==> src/rtl/mult_div_unit.sv <==
// ---------------------------------------------------------------------------
// mult_div_unit
//
// Iterative 32-bit multiply / divide unit. It produces one radix-2 step per
// clock and delivers a result a fixed 33 cycles after start is accepted,
// whatever the operation or operand values.
//
// Ports
//   cclk   in   1   system clock, all state changes on the rising edge
//   rst    in   1   asynchronous, active-high reset
//   start  in   1   begin an operation (accepted only while not busy)
//   op     in   2   00 MULTU, 01 MULT, 10 DIVU, 11 DIV
//   a      in  32   multiplicand / dividend
//   b      in  32   multiplier / divisor
//   busy   out  1   high while the operation is in progress (CALC, FIX)
//   done   out  1   one-cycle pulse marking a valid result (write strobe for
//                   the downstream HI/LO registers)
//   hi     out 32   product[63:32] or remainder
//   lo     out 32   product[31:0] or quotient
//   dbz    out  1   divide by zero, meaningful only while done is high
// ---------------------------------------------------------------------------
module mult_div_unit (
  input  logic        cclk,
  input  logic        rst,
  input  logic        start,
  input  logic [1:0]  op,
  input  logic [31:0] a,
  input  logic [31:0] b,
  output logic        busy,
  output logic        done,
  output logic [31:0] hi,
  output logic [31:0] lo,
  output logic        dbz
);

  typedef enum logic [1:0] {
    IDLE = 2'd0,
    CALC = 2'd1,
    FIX  = 2'd2,
    DONE = 2'd3
  } state_t;

  state_t      state_q, state_d;
  logic [4:0]  cnt_q, cnt_d;
  logic [1:0]  op_q, op_d;
  logic [31:0] a_mag_q, a_mag_d;
  logic [31:0] b_mag_q, b_mag_d;
  logic        a_neg_q, a_neg_d;
  logic        b_neg_q, b_neg_d;
  logic        bzero_q, bzero_d;
  logic [63:0] acc_q, acc_d;
  logic [31:0] hi_q, hi_d;
  logic [31:0] lo_q, lo_d;

  // Operand magnitudes seen at the inputs. Signs only count for the signed
  // operations (op[0] = 1). Negating 32'h80000000 yields 32'h80000000, which
  // read as unsigned is exactly 2^31, so the magnitude path cannot overflow.
  logic        in_signed;
  logic        in_a_neg;
  logic        in_b_neg;
  logic [31:0] in_a_mag;
  logic [31:0] in_b_mag;

  always_comb begin
    in_signed = op[0];
    in_a_neg  = in_signed & a[31];
    in_b_neg  = in_signed & b[31];
    in_a_mag  = in_a_neg ? (~a + 32'd1) : a;
    in_b_mag  = in_b_neg ? (~b + 32'd1) : b;
  end

  // One iteration of each algorithm, computed from the accumulator.
  //
  // Multiply: acc[31:0] starts as the multiplier. Each step conditionally adds
  // the multiplicand into the upper half (33 bits to keep the carry), then the
  // whole 65-bit value shifts right by one. After 32 steps acc holds the
  // 64-bit product.
  //
  // Divide (restoring): acc[63:32] is the partial remainder and acc[31:0]
  // starts as the dividend. Each step shifts the next dividend bit into the
  // remainder, tries to subtract the divisor, keeps the difference when it
  // does not borrow, and shifts the quotient bit in at the bottom.
  logic [32:0] mul_sum;
  logic [63:0] mul_next;
  logic [32:0] div_shift;
  logic [33:0] div_diff;
  logic [63:0] div_next;

  always_comb begin
    mul_sum   = {1'b0, acc_q[63:32]} + (acc_q[0] ? {1'b0, a_mag_q} : 33'd0);
    mul_next  = {mul_sum, acc_q[31:1]};
    div_shift = {acc_q[63:32], acc_q[31]};
    div_diff  = {1'b0, div_shift} - {2'b00, b_mag_q};
    if (!div_diff[33]) begin
      div_next = {div_diff[31:0], acc_q[30:0], 1'b1};
    end else begin
      div_next = {div_shift[31:0], acc_q[30:0], 1'b0};
    end
  end

  // Sign correction applied in FIX. Since a_neg/b_neg were only ever set for
  // the signed ops, the unsigned ops fall through with no correction.
  // The divide-by-zero result returns the original dividend on hi, rebuilt
  // from its magnitude and sign.
  logic        is_div;
  logic        res_neg;
  logic [63:0] prod_fix;
  logic [31:0] quo_fix;
  logic [31:0] rem_fix;
  logic [31:0] a_orig;

  always_comb begin
    is_div   = op_q[1];
    res_neg  = a_neg_q ^ b_neg_q;
    prod_fix = res_neg ? (~acc_q + 64'd1) : acc_q;
    quo_fix  = res_neg ? (~acc_q[31:0] + 32'd1) : acc_q[31:0];
    rem_fix  = a_neg_q ? (~acc_q[63:32] + 32'd1) : acc_q[63:32];
    a_orig   = a_neg_q ? (~a_mag_q + 32'd1) : a_mag_q;
  end

  // Next-state and datapath update. IDLE and DONE behave the same way, which
  // is what lets a new start in the DONE cycle run back-to-back. start is
  // simply not looked at in CALC/FIX, so it cannot disturb a running op.
  always_comb begin
    state_d = state_q;
    cnt_d   = cnt_q;
    op_d    = op_q;
    a_mag_d = a_mag_q;
    b_mag_d = b_mag_q;
    a_neg_d = a_neg_q;
    b_neg_d = b_neg_q;
    bzero_d = bzero_q;
    acc_d   = acc_q;
    hi_d    = hi_q;
    lo_d    = lo_q;

    case (state_q)
      IDLE, DONE: begin
        if (start) begin
          state_d = CALC;
          cnt_d   = 5'd0;
          op_d    = op;
          a_mag_d = in_a_mag;
          b_mag_d = in_b_mag;
          a_neg_d = in_a_neg;
          b_neg_d = in_b_neg;
          bzero_d = (b == 32'd0);
          // Multiply shifts the multiplier out of the low half; divide
          // shifts the dividend out of it.
          acc_d   = op[1] ? {32'd0, in_a_mag} : {32'd0, in_b_mag};
        end else begin
          state_d = IDLE;
        end
      end

      CALC: begin
        acc_d = is_div ? div_next : mul_next;
        cnt_d = cnt_q + 5'd1;
        if (cnt_q == 5'd31) begin
          state_d = FIX;
        end
      end

      FIX: begin
        state_d = DONE;
        if (is_div) begin
          if (bzero_q) begin
            hi_d = a_orig;
            lo_d = 32'hFFFF_FFFF;
          end else begin
            hi_d = rem_fix;
            lo_d = quo_fix;
          end
        end else begin
          hi_d = prod_fix[63:32];
          lo_d = prod_fix[31:0];
        end
      end

      default: begin
        state_d = IDLE;
      end
    endcase
  end

  // Every register clears on reset so an aborted operation leaves nothing
  // behind on hi/lo and the next start behaves as from power-up.
  always_ff @(posedge cclk or posedge rst) begin
    if (rst) begin
      state_q <= IDLE;
      cnt_q   <= 5'd0;
      op_q    <= 2'd0;
      a_mag_q <= 32'd0;
      b_mag_q <= 32'd0;
      a_neg_q <= 1'b0;
      b_neg_q <= 1'b0;
      bzero_q <= 1'b0;
      acc_q   <= 64'd0;
      hi_q    <= 32'd0;
      lo_q    <= 32'd0;
    end else begin
      state_q <= state_d;
      cnt_q   <= cnt_d;
      op_q    <= op_d;
      a_mag_q <= a_mag_d;
      b_mag_q <= b_mag_d;
      a_neg_q <= a_neg_d;
      b_neg_q <= b_neg_d;
      bzero_q <= bzero_d;
      acc_q   <= acc_d;
      hi_q    <= hi_d;
      lo_q    <= lo_d;
    end
  end

  // The operation registers are untouched during DONE, so dbz can be decoded
  // straight from them and is forced low outside the done cycle.
  always_comb begin
    busy = (state_q == CALC) || (state_q == FIX);
    done = (state_q == DONE);
    dbz  = (state_q == DONE) && is_div && bzero_q;
    hi   = hi_q;
    lo   = lo_q;
  end

endmodule

==> config.mk <==
export PLATFORM = sky130hd
export DESIGN_NAME = mult_div_unit
export DESIGN_NICKNAME = d
export VERILOG_FILES = /design/src/rtl/mult_div_unit.sv
export SDC_FILE = /design/constraint.sdc
export NUM_CORES = 1
export LEC_CHECK = 0
export CORE_UTILIZATION = 40
export CTS_CLUSTER_DIAMETER = 80
export DETAILED_ROUTE_END_ITERATION = 6
export GPL_ROUTABILITY_DRIVEN = 0
export PLACE_DENSITY = 0.67
export SLEW_MARGIN = 10
export SYNTH_ARGS = -nofsm -noshare
export SYNTH_HDL_FRONTEND = slang
export SYNTH_SLANG_ARGS = --single-unit
==> constraint.sdc <==
create_clock -name cclk -period 21.2 [get_ports cclk]
set_input_delay 4.24 -clock cclk [delete_from_list [all_inputs] [get_ports cclk]]
set_output_delay 4.24 -clock cclk [all_outputs]
set_load 0.1 [all_outputs]
==> results of run 1 <==
## tightest hold or removal path, cell delays in order, from the launching register on
cell	delay [ns]
dfrtp_1	0.35
nand2_1	0.05
nand2_1	0.05
## power groups by stage
stage,Clock (mW),Combinational [mW],Sequential (mW)
after floorplan,0,1.51,1.10
after global routing,0.499,2.65,0.865
after global placement,0,2.38,0.833
after CTS,0.484,2.43,0.834
after detailed placement,0,2.42,0.840
final,0.477,2.45,0.843
## state kept, by name, summed over array words and instances, names as in the netlist
| register | flops |
|---|---|
| b_mag_q | 32 |
| state_q | 2 |
| cnt_q | 5 |
| a_mag_q | 32 |
| hi | 32 |
| b_neg_q | 1 |
| op_q | 1 |
| a_neg_q | 1 |
| bzero_q | 1 |
| lo | 32 |
| acc_q | 64 |
## placed cells by master, fill, tap and decap left out, drive strengths merged, types with 8 or more instances in the layout
| cell | Yosys | final |
|---|---|---|
| a31oi | 13 | 13 |
| nand2 | 250 | 250 |
| a21oi | 152 | 152 |
| dfrtp | 203 | 203 |
| xnor2 | 135 | 135 |
| nor2b | 10 | 10 |
| and2 | 43 | 43 |
| o21ai | 242 | 242 |
| xor2 | 95 | 95 |
| ha | 74 | 74 |
| o21a | 17 | 17 |
| nand2b | 24 | 24 |
| or3 | 16 | 16 |
| o22ai | 9 | 9 |
| inv | 107 | 109 |
| nand3 | 26 | 26 |
| a21o | 38 | 38 |
| o221ai | 8 | 8 |
| mux2 | 26 | 26 |
| o22a | 31 | 31 |
| clkbuf | 117 | 37 |
| o211ai | 48 | 48 |
| nor3 | 40 | 40 |
| nor4 | 15 | 15 |
| buf | 22 | 16 |
| a22o | 9 | 9 |
| a211oi | 37 | 37 |
| or4 | 14 | 14 |
| nor2 | 151 | 151 |
| mux2i | 32 | 32 |
| o41ai | 17 | 17 |
| or2 | 9 | 9 |
| and3 | 21 | 21 |
| nand4 | 8 | 8 |
| clkdlybuf4s50 | 0 | 134 |
| o31ai | 25 | 25 |
## kinds of logic after synthesis
logic type      count (synthesis)
mux                            59
fa+ha+maj                      76
simple gates                  642
flops                         203
compound gates                688
xor+xnor                      230
buf+inv                       246
## cell type report
cell class              count  area [um2]  area share [%]
multi-input cells        1695       11100            56.4
flip-flops and latches    203        5090            25.9
repair buffers            150        1460            7.43
clock buffers              37         762            3.88
well taps                 539         674            3.43
inverters                 107         409            2.08
clock inverters            11         170           0.866
diodes                      1        2.50          0.0127
## routing by layer
layer	up-vias	track usage (%)
li1	7677	-
met1	7818	36.4
met2	785	39.7
met3	132	4.39
met4	0	9.71
met5	-	0
## final timing paths
check | start | to
setup reg to reg | acc_q[31]$_DFFE_PP0P_ | acc_q[62]$_DFFE_PP0P_
hold reg to reg | cnt_q[4]$_DFFE_PP0P_ | cnt_q[4]$_DFFE_PP0P_
hold / removal | cnt_q[4]$_DFFE_PP0P_ | cnt_q[4]$_DFFE_PP0P_
setup / recovery | op_q[1]$_DFFE_PP0P_ | dbz
max in group asynchronous | rst | op_q[1]$_DFFE_PP0P_
min in group asynchronous | rst | hi[31]$_DFFE_PP0P_
## metrics by stage
step	total power [mW]	hold slack (ns)
after floorplan	2.62	0.445
after global placement	3.21	0.461
after detailed placement	3.26	0.472
after CTS	3.75	0.487
after global routing	4.02	0.513
final	3.77	0.483
==> flow_summary.html, run 1 <==
<table>
<tr><th>Metric</th><th>Value</th></tr>
<tr><th colspan="2">Outcome</th></tr>
<tr><td>Status</td><td>finished, final reports clean</td></tr>
<tr><th colspan="2">Synth</th></tr>
<tr><td>Leading post-synthesis cells by cell area</td><td>dfrtp_1 (30%), xnor2_1 (6.9%), o21ai_0 (6.4%)</td></tr>
<tr><td>Commonest cells in the netlist</td><td>nand2_1 (248), o21ai_0 (217), dfrtp_1 (203)</td></tr>
<tr><td>Most numerous cell in the Yosys netlist</td><td>nand2_1</td></tr>
<tr><td>Post-synthesis share of cell area spent on xor and xnor gates</td><td>between 10% and 20%</td></tr>
<tr><td>Area fraction of the dominant cell type after synthesis</td><td>between 20 and 30%</td></tr>
<tr><td>Post-synthesis compound-gate area fraction</td><td>~25%</td></tr>
<tr><td>Combinational family with the most area after synthesis</td><td>compound AO/OA/AOI/OAI gates</td></tr>
<tr><td>Post-Synthesis Mean Instance Area</td><td>7.96 um2</td></tr>
<tr><td>Post-synth EDFFs</td><td>0</td></tr>
<tr><td>Most instantiated flip-flop cell in the synthesis netlist</td><td>dfrtp_1</td></tr>
<tr><td>Adder-cell share of the synthesized area</td><td>5.66%</td></tr>
<tr><td>Multiplexer share of the synthesized area</td><td>between 3 and 4%</td></tr>
<tr><td>Number of register bits inferred by synthesis</td><td>roughly 200</td></tr>
<tr><td>Synth warn</td><td>0</td></tr>
<tr><td>Post-synthesis sequential area ratio</td><td>29.8%</td></tr>
<tr><td>Simple-gate portion of the synthesized area</td><td>between 10% and 20%</td></tr>
<tr><td>Syn_nets</td><td>2,289</td></tr>
<tr><td>Proportion of synthesized flip-flops having asynchronous set or reset</td><td>100%</td></tr>
<tr><td>Cell count after synthesis</td><td>2,144</td></tr>
<tr><td>Area leader, netlist</td><td>dfrtp_1</td></tr>
<tr><td>Number of distinct library cells after synthesis</td><td>87</td></tr>
<tr><td>Cell area after synthesis</td><td>17,100 um2</td></tr>
<tr><th colspan="2">Routing</th></tr>
<tr><td>Routed length per instance</td><td>20.8 um</td></tr>
<tr><td>Post-detailed-routing wire length</td><td>57.1 mm</td></tr>
<tr><td>Sum of routed wire segments on met1</td><td>between 20 and 25 mm</td></tr>
<tr><td>Highest Signal Layer</td><td>met4</td></tr>
<tr><td>Number of detailed-routing iterations run before antenna repair</td><td>6</td></tr>
<tr><td>Total length of routed met2 wires</td><td>24.6 mm</td></tr>
<tr><td>Detailed-route via count</td><td>between 15,000 and 20,000</td></tr>
<tr><td>Vias per Instance</td><td>5.98</td></tr>
<tr><td>Met3 wire length</td><td>5.50 mm</td></tr>
<tr><td>DRC marker count from the first detailed-route iteration</td><td>a little under 2,000</td></tr>
<tr><td>Drc violations</td><td>0</td></tr>
<tr><td>Remaining antenna violation count</td><td>0</td></tr>
<tr><th colspan="2">Cells and area</th></tr>
<tr><td># fillers</td><td>4,134</td></tr>
<tr><td>Layout overhead on the synthesized area</td><td>15.1%</td></tr>
<tr><td>Total number of nets in the final design</td><td>2,328</td></tr>
<tr><td>Post-route core utilization</td><td>46.7%</td></tr>
<tr><td>Layout Cell Area excl Fill</td><td>19,600 um2</td></tr>
<tr><td>Number of non-filler instances in the completed layout</td><td>2,743</td></tr>
<tr><td>Fraction of final layout cells sized beyond drive strength 1</td><td>6.31%</td></tr>
<tr><th colspan="2">Worst setup path</th></tr>
<tr><td>R2r setup slk</td><td>17.00 ns</td></tr>
<tr><td>Critical path endpoint category</td><td>primary output</td></tr>
<tr><td>Number of buffers and inverters on the critical path</td><td>1</td></tr>
<tr><td>Nature of the critical path startpoint</td><td>register</td></tr>
<tr><td>Crit path max fanout</td><td>58</td></tr>
<tr><td>Slowest cell on the critical path</td><td>clkdlybuf4s50_1</td></tr>
<tr><td>Arrival time at the worst endpoint</td><td>3.05 ns</td></tr>
<tr><td>Path depth of the worst reg2reg path</td><td>14</td></tr>
<tr><td>Cell Chain, Critical Path</td><td>and3_1 &gt; clkdlybuf4s50_1</td></tr>
<tr><td>Required time of the critical path</td><td>~17 ns</td></tr>
<tr><td>CP max stage delay</td><td>approximately 1.2 ns</td></tr>
<tr><td>Critical path depth</td><td>2</td></tr>
<tr><td>Delay-heaviest family, CP</td><td>buffers and inverters</td></tr>
<tr><td>Type of the worst setup path</td><td>register to primary output</td></tr>
<tr><th colspan="2">Power and ir drop</th></tr>
<tr><td>Internal Power</td><td>1.71 mW</td></tr>
<tr><td>Max VDD drop</td><td>0.126 mV</td></tr>
<tr><td>Gate power share</td><td>about two thirds</td></tr>
<tr><td>Switching power of the nets</td><td>2.07 mW</td></tr>
<tr><td>Relative contribution of sequential cells to total power</td><td>22.4%</td></tr>
<tr><td>Part of the total power dissipated in the clock network</td><td>between 10 and 15%</td></tr>
<tr><td>Sw frac</td><td>54.8%</td></tr>
<tr><td>P_leak</td><td>roughly 8.3 nW</td></tr>
<tr><td>Power density normalized to cell area</td><td>between 150 and 200 nW/um2</td></tr>
<tr><th colspan="2">Placed design</th></tr>
<tr><td>Cells after DPL</td><td>2,694</td></tr>
<tr><td>Worst slack at placement</td><td>13.87 ns</td></tr>
<tr><td>Detailed Place HPWL</td><td>42.4 mm</td></tr>
<tr><td>Count of port buffers added during placement</td><td>135</td></tr>
<tr><td>Area of placed instances</td><td>about 19,000 um2</td></tr>
<tr><th colspan="2">CTS</th></tr>
<tr><td>Clock tree buffer depth</td><td>3</td></tr>
<tr><td>Total of cells resized after clock tree synthesis</td><td>0</td></tr>
<tr><td>Num CTS Buffers</td><td>26</td></tr>
<tr><td>TritonCTS clock tree</td><td>done</td></tr>
<tr><td>Clock slew at reported path FFs</td><td>0.06 ns</td></tr>
<tr><td>CTS HTree Levels</td><td>1</td></tr>
<tr><td>CTS Sinks</td><td>approximately 200</td></tr>
<tr><td>Post-CTS setup buffer count</td><td>0</td></tr>
<tr><td>Worst-Skew Late Latency</td><td>roughly 0.57 ns</td></tr>
<tr><td>Hold buffer count at cts</td><td>0</td></tr>
<tr><td>Root buffer cell</td><td>clkbuf_16</td></tr>
<tr><th colspan="2">Floorplan</th></tr>
<tr><td>Number of primary I/O pins</td><td>136</td></tr>
<tr><td>Die outline width</td><td>209 um</td></tr>
<tr><td>FP Rows</td><td>75</td></tr>
<tr><td>Vert. Die Dim</td><td>209 um</td></tr>
<tr><td>Area of the die</td><td>43,500 um2</td></tr>
<tr><td>Area of the core</td><td>42,000 um2</td></tr>
<tr><td>Initial Util</td><td>40.6%</td></tr>
<tr><th colspan="2">Timing</th></tr>
<tr><td>Final max-slew violation count</td><td>0</td></tr>
<tr><td>Crit path setup slack, layout</td><td>13.91 ns</td></tr>
<tr><td>Final Hold Viols</td><td>0</td></tr>
<tr><td>Maximum clock skew at final layout</td><td>0.0202 ns</td></tr>
<tr><td>Relative slew slack</td><td>~28%</td></tr>
<tr><td>Final worst path period need</td><td>between 7 and 8 ns</td></tr>
<tr><td>Measured slew at the worst slew-check pin</td><td>1.08 ns</td></tr>
<tr><td>Final setup violation count</td><td>0</td></tr>
<tr><td>Aggregate negative setup slack</td><td>0 ns</td></tr>
<tr><td>Share of the clock period used by the worst path</td><td>between 30% and 40%</td></tr>
<tr><td>Unrepaired setup endpoints after global routing</td><td>no</td></tr>
<tr><td>Maximum achievable frequency</td><td>137 MHz</td></tr>
<tr><th colspan="2">GRT</th></tr>
<tr><td>Overall global routing resource usage</td><td>25.9%</td></tr>
<tr><td>Via count of the first global-routing pass</td><td>15,500</td></tr>
<tr><td>Global route total overflow</td><td>0</td></tr>
<tr><td>Initial antenna violation count</td><td>1</td></tr>
<tr><td>Largest net degree at the start of global routing</td><td>128</td></tr>
<tr><td>Wire length of the first global-routing pass</td><td>89.2 mm</td></tr>
<tr><th colspan="2">Hold path</th></tr>
<tr><td>Worst hold stages</td><td>2</td></tr>
<tr><td>Type of the most critical hold path</td><td>register to register</td></tr>
<tr><th colspan="2">Flow run</th></tr>
<tr><td>Count of max-cap constraint violations</td><td>0</td></tr>
</table>
Note: power is estimated with default switching activity, not from simulation.
==> inputs of run 2 (changes only) <==
==> constraint.sdc (replaced) <==
create_clock -name cclk -period 6.9 [get_ports cclk]
set_input_delay 1.38 -clock cclk [delete_from_list [all_inputs] [get_ports cclk]]
set_output_delay 1.38 -clock cclk [all_outputs]
set_load 0.1 [all_outputs]
==> run 2 against run 1 <==
  * Clock power increased to 3.0 times the previous value
  * Sequential power rose to 3.1 times the previous value
  * Critical path depth unchanged
  * Highest routed layer unchanged
  * Worst setup slack got worse by 11 ns
  * Largest cell class unchanged
  * Via count shrank 0.45%
  * Design area fell by 0.12%
  * Count of clock-buffer cells in the layout down 2
  * Global-route usage fell by 0.49 points
  * Largest power group unchanged
==> flow_summary.html, run 2 (same netlist as run 1, synthesis figures left out) <==
<table>
<tr><th>Metric</th><th>Value</th></tr>
<tr><th colspan="2">Worst setup path</th></tr>
<tr><td>Slowest cell on the critical path</td><td>clkdlybuf4s50_1</td></tr>
<tr><td>Type of the worst setup path</td><td>register to primary output</td></tr>
<tr><td>Number of buffers and inverters on the critical path</td><td>1</td></tr>
<tr><td>Delay-heaviest family, CP</td><td>buffers and inverters</td></tr>
<tr><td>Arrival time at the worst endpoint</td><td>3.02 ns</td></tr>
<tr><td>Crit path max fanout</td><td>53</td></tr>
<tr><td>Required time of the critical path</td><td>5.52 ns</td></tr>
<tr><td>Critical path endpoint category</td><td>primary output</td></tr>
<tr><td>Cell Chain, Critical Path</td><td>and3_1 &gt; clkdlybuf4s50_1</td></tr>
<tr><td>CP max stage delay</td><td>1.16 ns</td></tr>
<tr><td>Nature of the critical path startpoint</td><td>register</td></tr>
<tr><th colspan="2">GRT</th></tr>
<tr><td>Wire length of the first global-routing pass</td><td>87.2 mm</td></tr>
<tr><td>Largest net degree at the start of global routing</td><td>120</td></tr>
<tr><td>Initial antenna violation count</td><td>1</td></tr>
<tr><td>Global route total overflow</td><td>0</td></tr>
<tr><td>Via count of the first global-routing pass</td><td>15,200</td></tr>
<tr><td>Overall global routing resource usage</td><td>25.4%</td></tr>
<tr><th colspan="2">Cells and area</th></tr>
<tr><td>Leading cell type in the layout, fill and taps excluded</td><td>nand2_1</td></tr>
<tr><td>Number of antenna diodes</td><td>0</td></tr>
<tr><td>Biggest register</td><td>acc_q</td></tr>
<tr><td># fillers</td><td>4,093</td></tr>
<tr><td>Max reg flops</td><td>64</td></tr>
<tr><td>Total number of nets in the final design</td><td>2,329</td></tr>
<tr><td>Fraction of final layout cells sized beyond drive strength 1</td><td>6.22%</td></tr>
<tr><td>Highest-count cells in the layout ignoring fill and taps</td><td>nand2_1 (247), o21ai_0 (216), dfrtp_1 (200)</td></tr>
<tr><td>Post-route core utilization</td><td>46.7%</td></tr>
<tr><td>Layout overhead on the synthesized area</td><td>14.9%</td></tr>
<tr><th colspan="2">Placed design</th></tr>
<tr><td>Detailed Place HPWL</td><td>42.3 mm</td></tr>
<tr><td>Count of port buffers added during placement</td><td>approximately 140</td></tr>
<tr><th colspan="2">Power and ir drop</th></tr>
<tr><td>Gate power share</td><td>65.0%</td></tr>
<tr><td>P_leak</td><td>between 8 and 9 nW</td></tr>
<tr><td>Sw frac</td><td>54.6%</td></tr>
<tr><td>Relative contribution of sequential cells to total power</td><td>between 20 and 25%</td></tr>
<tr><td>Switching power of the nets</td><td>between 6 and 7 mW</td></tr>
<tr><td>Part of the total power dissipated in the clock network</td><td>12.6%</td></tr>
<tr><td>Max VDD drop</td><td>between 0.2 and 0.3 mV</td></tr>
<tr><td>Total design power</td><td>11.5 mW</td></tr>
<tr><td>Internal Power</td><td>between 5 and 6 mW</td></tr>
<tr><td>Power density normalized to cell area</td><td>587 nW/um2</td></tr>
<tr><th colspan="2">Timing</th></tr>
<tr><td>Aggregate negative setup slack</td><td>0 ns</td></tr>
<tr><td>Measured slew at the worst slew-check pin</td><td>1.04 ns</td></tr>
<tr><td>Share of the clock period used by the worst path</td><td>63.7%</td></tr>
<tr><td>Unrepaired setup endpoints after global routing</td><td>no</td></tr>
<tr><td>Final hold slack</td><td>~0.49 ns</td></tr>
<tr><td>Final max-slew violation count</td><td>0</td></tr>
<tr><td>Maximum achievable frequency</td><td>between 200 and 250 MHz</td></tr>
<tr><td>Relative slew slack</td><td>30.4%</td></tr>
<tr><td>Final setup violation count</td><td>0</td></tr>
<tr><td>Maximum clock skew at final layout</td><td>approximately 0.016 ns</td></tr>
<tr><td>Final worst path period need</td><td>4.40 ns</td></tr>
<tr><td>Final Hold Viols</td><td>0</td></tr>
<tr><th colspan="2">CTS</th></tr>
<tr><td>Root buffer cell</td><td>clkbuf_16</td></tr>
<tr><td>Clock slew at reported path FFs</td><td>0.06 ns</td></tr>
<tr><td>Worst-Skew Late Latency</td><td>0.56 ns</td></tr>
<tr><td>TritonCTS clock tree</td><td>done</td></tr>
<tr><td>Num CTS Buffers</td><td>26</td></tr>
<tr><td>Post-CTS setup buffer count</td><td>0</td></tr>
<tr><td>Clock tree buffer depth</td><td>3</td></tr>
<tr><td>Total of cells resized after clock tree synthesis</td><td>0</td></tr>
<tr><td>Hold buffer count at cts</td><td>0</td></tr>
<tr><td>CTS HTree Levels</td><td>1</td></tr>
<tr><td>CTS Sinks</td><td>a little over 200</td></tr>
<tr><th colspan="2">Floorplan</th></tr>
<tr><td>FP Rows</td><td>75</td></tr>
<tr><td>Die outline width</td><td>209 um</td></tr>
<tr><td>Number of primary I/O pins</td><td>136</td></tr>
<tr><td>Area of the die</td><td>43,500 um2</td></tr>
<tr><td>Initial Util</td><td>40.6%</td></tr>
<tr><td>Area of the core</td><td>42,000 um2</td></tr>
<tr><td>Vert. Die Dim</td><td>around 210 um</td></tr>
<tr><th colspan="2">Routing</th></tr>
<tr><td>Drc violations</td><td>0</td></tr>
<tr><td>Post-detailed-routing wire length</td><td>56.5 mm</td></tr>
<tr><td>Routed length per instance</td><td>~21 um</td></tr>
<tr><td>Number of detailed-routing iterations run before antenna repair</td><td>6</td></tr>
<tr><td>Remaining antenna violation count</td><td>0</td></tr>
<tr><td>Detailed-route via count</td><td>16,300</td></tr>
<tr><td>DRC marker count from the first detailed-route iteration</td><td>1,750</td></tr>
<tr><td>Vias per Instance</td><td>around 6.0</td></tr>
<tr><th colspan="2">Outcome</th></tr>
<tr><td>Status</td><td>finished, final reports clean</td></tr>
<tr><th colspan="2">Flow run</th></tr>
<tr><td>Count of max-cap constraint violations</td><td>0</td></tr>
<tr><th colspan="2">Hold path</th></tr>
<tr><td>Type of the most critical hold path</td><td>register to register</td></tr>
</table>
run 2: cell types whose count changed in the layout (fill, tap and decap cells not counted):
cell / delta
buf_12: +1
bufinv_16: +1
clkbuf_1: +2
clkbuf_8: -4
clkinv_2: +3
clkinvlp_4: -1
diode_2: -1
inv_6: -1
inv_8: -1
xor2_2: +1
xor2_4: -1
run 2: power by group through the flow:
stage | clock [mW] | combinational, mW | sequential (mW)
2_1_floorplan | 0 | 4.65 | 3.39
3_3_place_gp | 0 | 7.30 | 2.55
3_5_place_dp | 0 | 7.40 | 2.57
4_1_cts | 1.47 | 7.44 | 2.55
5_1_grt | 1.51 | 8.11 | 2.64
6_report | 1.45 | 7.48 | 2.58
run 2: path summary, 6_finish.rpt:
check                                         to                   from  slack, ns  cells after the start
setup / recovery                             dbz    op_q[1]$_DFFE_PP0P_       2.50                      2
hold / removal              cnt_q[4]$_DFFE_PP0P_   cnt_q[4]$_DFFE_PP0P_       0.49                      2
setup reg to reg           acc_q[62]$_DFFE_PP0P_  acc_q[31]$_DFFE_PP0P_       2.68                     14
hold reg to reg             cnt_q[4]$_DFFE_PP0P_   cnt_q[4]$_DFFE_PP0P_       0.49                      2
max in group asynchronous     lo[14]$_DFFE_PP0P_                    rst       4.49                      3
min in group asynchronous  acc_q[61]$_DFFE_PP0P_                    rst       1.22                      2
run 2: area by class of cell:
type	instances	area [um2]	share of cell area [%]
Clock inverter	12	191	0.976
Clock buffer	35	714	3.64
Tap cell	539	674	3.44
Multi-Input combinational cell	1695	11100	56.4
Timing Repair Buffer	151	1480	7.54
Inverter	107	405	2.07
Sequential cell	203	5090	25.9
run 2: worst register-to-register path, stage by stage (launching register included):
cell and delay [ns]:
dfrtp_1 0.43, inv_1 0.18, ha_1 0.26, inv_1 0.07
fa_1 0.42, a211oi_1 0.35, o21ai_0 0.26, a32oi_1 0.58
o211ai_1 0.26, a211oi_1 0.43, a22oi_1 0.19, mux2i_1 0.20
o221a_2 0.20, o21ai_0 0.07, a22o_1 0.23
run 2: metal layers:
metal	up-vias	part of all wire (%)	global-route usage (%)
met1	7767	45	36.8
met4	0	3.8	9.25
met2	763	43	38.6
li1	7679	-	-
met5	-	0	0
met3	129	8.4	3.17
run 2: per-stage QoR:
| step | setup WS, ns | instances | instance area (um2) |
|---|---|---|---|
| after global placement | 2.49 | 2695 | 18700 |
| after global routing | 2.46 | 2742 | 19600 |
| after detailed placement | 2.47 | 2695 | 18700 |
| after CTS | 2.52 | 2742 | 19600 |
| final | 2.50 | 2742 | 19600 |
| after floorplan | 2.89 | 2144 | 17100 |
==> inputs of run 3 (changes only) <==
--- a/config.mk
+++ b/config.mk
@@ -9,7 +9,7 @@
 export CTS_CLUSTER_DIAMETER = 80
 export DETAILED_ROUTE_END_ITERATION = 6
 export GPL_ROUTABILITY_DRIVEN = 0
-export PLACE_DENSITY = 0.67
+export PLACE_DENSITY = 0.7
 export SLEW_MARGIN = 10
 export SYNTH_ARGS = -nofsm -noshare
 export SYNTH_HDL_FRONTEND = slang
==> constraint.sdc (replaced) <==
create_clock -name cclk -period 3.85 [get_ports cclk]
set_input_delay 0.77 -clock cclk [delete_from_list [all_inputs] [get_ports cclk]]
set_output_delay 0.77 -clock cclk [all_outputs]
set_load 0.1 [all_outputs]
==> run 3 against run 2 <==
  * The run now ends with DRC left
  * Cell count rose by 2.2%
  * Clock skew fell by 0.0047 ns
  * Count of clock-buffer cells in the layout rose by 3
  * Routed wire length rose by 4.2%
  * Register-to-register slack got worse by 2.4 ns
  * Core utilization rose by 0.96 points
  * Non-clock buffer count rose by 61
  * First-iteration DRC count fell by 11%
  * Via count rose by 3.4%
  * Clock power rose by 66%
  * Combinational power rose by 90%
  * Sequential share of layout area fell by 0.52 points
  * Critical path type is now register to register
  * Largest cell class unchanged
==> flow_summary.html, run 3 (same netlist as run 1, synthesis figures left out) <==
<table>
<tr><th>Metric</th><th>Value</th></tr>
<tr><th colspan="2">Floorplan</th></tr>
<tr><td>Area of the die</td><td>43,500 um2</td></tr>
<tr><td>Initial Util</td><td>40.6%</td></tr>
<tr><td>Area of the core</td><td>42,000 um2</td></tr>
<tr><td>Number of primary I/O pins</td><td>136</td></tr>
<tr><td>Die outline width</td><td>209 um</td></tr>
<tr><td>Vert. Die Dim</td><td>approximately 210 um</td></tr>
<tr><td>FP Rows</td><td>75</td></tr>
<tr><th colspan="2">Cells and area</th></tr>
<tr><td>Highest-count cells in the layout ignoring fill and taps</td><td>nand2_1 (247), o21ai_0 (216), dfrtp_1 (200)</td></tr>
<tr><td>Fraction of final layout cells sized beyond drive strength 1</td><td>around 8.6%</td></tr>
<tr><td>Layout Cell Area excl Fill</td><td>20,000 um2</td></tr>
<tr><td>Biggest register</td><td>acc_q</td></tr>
<tr><td>Max reg flops</td><td>64</td></tr>
<tr><td>Leading cell type in the layout, fill and taps excluded</td><td>nand2_1</td></tr>
<tr><td>Number of antenna diodes</td><td>0</td></tr>
<tr><td>Total number of nets in the final design</td><td>~2,400</td></tr>
<tr><td>Layout overhead on the synthesized area</td><td>17.3%</td></tr>
<tr><th colspan="2">Routing</th></tr>
<tr><td>Post-detailed-routing wire length</td><td>58.9 mm</td></tr>
<tr><td>Remaining antenna violation count</td><td>0</td></tr>
<tr><td>Vias per Instance</td><td>around 6</td></tr>
<tr><td>Routed length per instance</td><td>21.0 um</td></tr>
<tr><td>DRC marker count from the first detailed-route iteration</td><td>1,565</td></tr>
<tr><td>Number of detailed-routing iterations run before antenna repair</td><td>7</td></tr>
<tr><td>Drc violations</td><td>2</td></tr>
<tr><td>Detailed-route via count</td><td>16,900</td></tr>
<tr><th colspan="2">Worst setup path</th></tr>
<tr><td>Type of the worst setup path</td><td>register to register</td></tr>
<tr><td>Arrival time at the worst endpoint</td><td>4.06 ns</td></tr>
<tr><td>Critical path endpoint category</td><td>register</td></tr>
<tr><td>R2r setup slk</td><td>0.24 ns</td></tr>
<tr><td>Source of the worst register-to-register timing path</td><td>acc_q[0]$_DFFE_PP0P_</td></tr>
<tr><td>Endpoint of the worst-slack reg-to-reg timing path</td><td>acc_q[57]$_DFFE_PP0P_</td></tr>
<tr><td>CP Capture Point</td><td>acc_q[57]$_DFFE_PP0P_</td></tr>
<tr><td>CP Launch Point</td><td>acc_q[0]$_DFFE_PP0P_</td></tr>
<tr><td>Crit path max fanout</td><td>31</td></tr>
<tr><td>Nature of the critical path startpoint</td><td>register</td></tr>
<tr><td>Path depth of the worst reg2reg path</td><td>13</td></tr>
<tr><td>Required time of the critical path</td><td>4.30 ns</td></tr>
<tr><th colspan="2">Placed design</th></tr>
<tr><td>Detailed Place HPWL</td><td>44.7 mm</td></tr>
<tr><td>Count of port buffers added during placement</td><td>around 140</td></tr>
<tr><td>Worst slack at placement</td><td>0.154 ns</td></tr>
<tr><td>Area of placed instances</td><td>19,200 um2</td></tr>
<tr><th colspan="2">CTS</th></tr>
<tr><td>TritonCTS clock tree</td><td>done</td></tr>
<tr><td>Worst-Skew Late Latency</td><td>0.57 ns</td></tr>
<tr><td>CTS HTree Levels</td><td>1</td></tr>
<tr><td>Root buffer cell</td><td>clkbuf_16</td></tr>
<tr><td>Clock tree buffer depth</td><td>3</td></tr>
<tr><td>Hold buffer count at cts</td><td>0</td></tr>
<tr><td>Clock slew at reported path FFs</td><td>roughly 0.060 ns</td></tr>
<tr><td>Post-CTS setup buffer count</td><td>0</td></tr>
<tr><td>Num CTS Buffers</td><td>25</td></tr>
<tr><td>CTS Sinks</td><td>203</td></tr>
<tr><td>Total of cells resized after clock tree synthesis</td><td>0</td></tr>
<tr><th colspan="2">GRT</th></tr>
<tr><td>Overall global routing resource usage</td><td>a little over a quarter</td></tr>
<tr><td>Global route total overflow</td><td>0</td></tr>
<tr><td>Initial antenna violation count</td><td>1</td></tr>
<tr><td>Largest net degree at the start of global routing</td><td>146</td></tr>
<tr><td>Wire length of the first global-routing pass</td><td>91.6 mm</td></tr>
<tr><td>Via count of the first global-routing pass</td><td>15,900</td></tr>
<tr><th colspan="2">Timing</th></tr>
<tr><td>Final Hold Viols</td><td>0</td></tr>
<tr><td>Unrepaired setup endpoints after global routing</td><td>no</td></tr>
<tr><td>Final max-slew violation count</td><td>0</td></tr>
<tr><td>Final worst path period need</td><td>3.61 ns</td></tr>
<tr><td>Crit path setup slack, layout</td><td>between 0.2 and 0.25 ns</td></tr>
<tr><td>Aggregate negative setup slack</td><td>0 ns</td></tr>
<tr><td>Measured slew at the worst slew-check pin</td><td>about 1.1 ns</td></tr>
<tr><td>Maximum clock skew at final layout</td><td>0.0112 ns</td></tr>
<tr><td>Maximum achievable frequency</td><td>between 200 and 300 MHz</td></tr>
<tr><td>Share of the clock period used by the worst path</td><td>93.8%</td></tr>
<tr><td>Final setup violation count</td><td>0</td></tr>
<tr><td>Relative slew slack</td><td>29.1%</td></tr>
<tr><th colspan="2">Flow run</th></tr>
<tr><td>Count of max-cap constraint violations</td><td>0</td></tr>
<tr><th colspan="2">Outcome</th></tr>
<tr><td>Violations in the final reports</td><td>DRC</td></tr>
<tr><td>Status</td><td>finished with violations</td></tr>
<tr><th colspan="2">Power and ir drop</th></tr>
<tr><td>Power density normalized to cell area</td><td>~1000 nW/um2</td></tr>
<tr><td>P_leak</td><td>8.53 nW</td></tr>
<tr><td>Max VDD drop</td><td>0.622 mV</td></tr>
<tr><th colspan="2">Hold path</th></tr>
<tr><td>Type of the most critical hold path</td><td>register to register</td></tr>
</table>
run 3: cell count changes in the layout (fill, tap and decap cells not counted), sizes merged:
cell / previous run / this run
clkdlybuf4s50: 134 / 132
bufinv: 4 / 2
buf: 17 / 80
clkbuf: 35 / 38
clkinv: 6 / 3
run 3: power by group:
group	switching, mW	internal [mW]
clock network	0.986	1.41
registers	1.33	3.13
logic	9.20	4.95
run 3: how the worst min path moves through the flow:
stage,startpoint,end,cells past startpoint
4_1_cts,cnt_q[1]$_DFFE_PP0P_,cnt_q[1]$_DFFE_PP0P_,2
6_report,lo[18]$_DFFE_PP0P_,lo[18]$_DFFE_PP0P_,1
5_1_grt,lo[29]$_DFFE_PP0P_,lo[29]$_DFFE_PP0P_,1
3_5_place_dp,b_mag_q[26]$_DFFE_PP0P_,b_mag_q[26]$_DFFE_PP0P_,2
2_1_floorplan,cnt_q[4]$_DFFE_PP0P_,cnt_q[4]$_DFFE_PP0P_,2
3_3_place_gp,cnt_q[4]$_DFFE_PP0P_,cnt_q[4]$_DFFE_PP0P_,2
run 3: worst max-delay path, stage by stage, from the launching register on:
cell and delay (ns):
dfrtp_1 0.42, buf_12 0.18, and2_1 0.15, ha_1 0.34
and3_1 0.24, nor2b_1 0.15, o311a_1 0.29, nor3_1 0.52
a21boi_1 0.20, a21o_1 0.23, a21oi_1 0.22, o21ai_0 0.16
mux2i_1 0.14, a32o_1 0.25
run 3: layout make-up:
type	count	area, um2
Tap cell	539	674
Fill cell	4047	22000
Multi-Input combinational cell	1695	11100
Sequential cell	203	5090
Clock buffer	38	714
Timing Repair Buffer	212	1970
Clock inverter	7	103
Inverter	107	405
run 3: routing by layer:
metal  up-vias  global-route usage (%)  wire (um)
met5         -                       0          9
met4         2                    9.41       2260
met3       146                    4.21       5550
met2       896                    41.4      25500
met1      8064                    37.5      25600
li1       7792                       -          -
run 3: stage by stage:
stage / hold slack [ns] / instances / power [mW] / util [%]
6_report: 0.497 / 2801 / 21.0 / 47.6
5_1_grt: 0.518 / 2801 / 22.3 / 47.6
4_1_cts: 0.497 / 2801 / 20.8 / 47.6
3_5_place_dp: 0.481 / 2756 / 18.3 / 45.7
3_3_place_gp: 0.462 / 2756 / 18.0 / 45.7
2_1_floorplan: 0.445 / 2144 / 14.4 / -
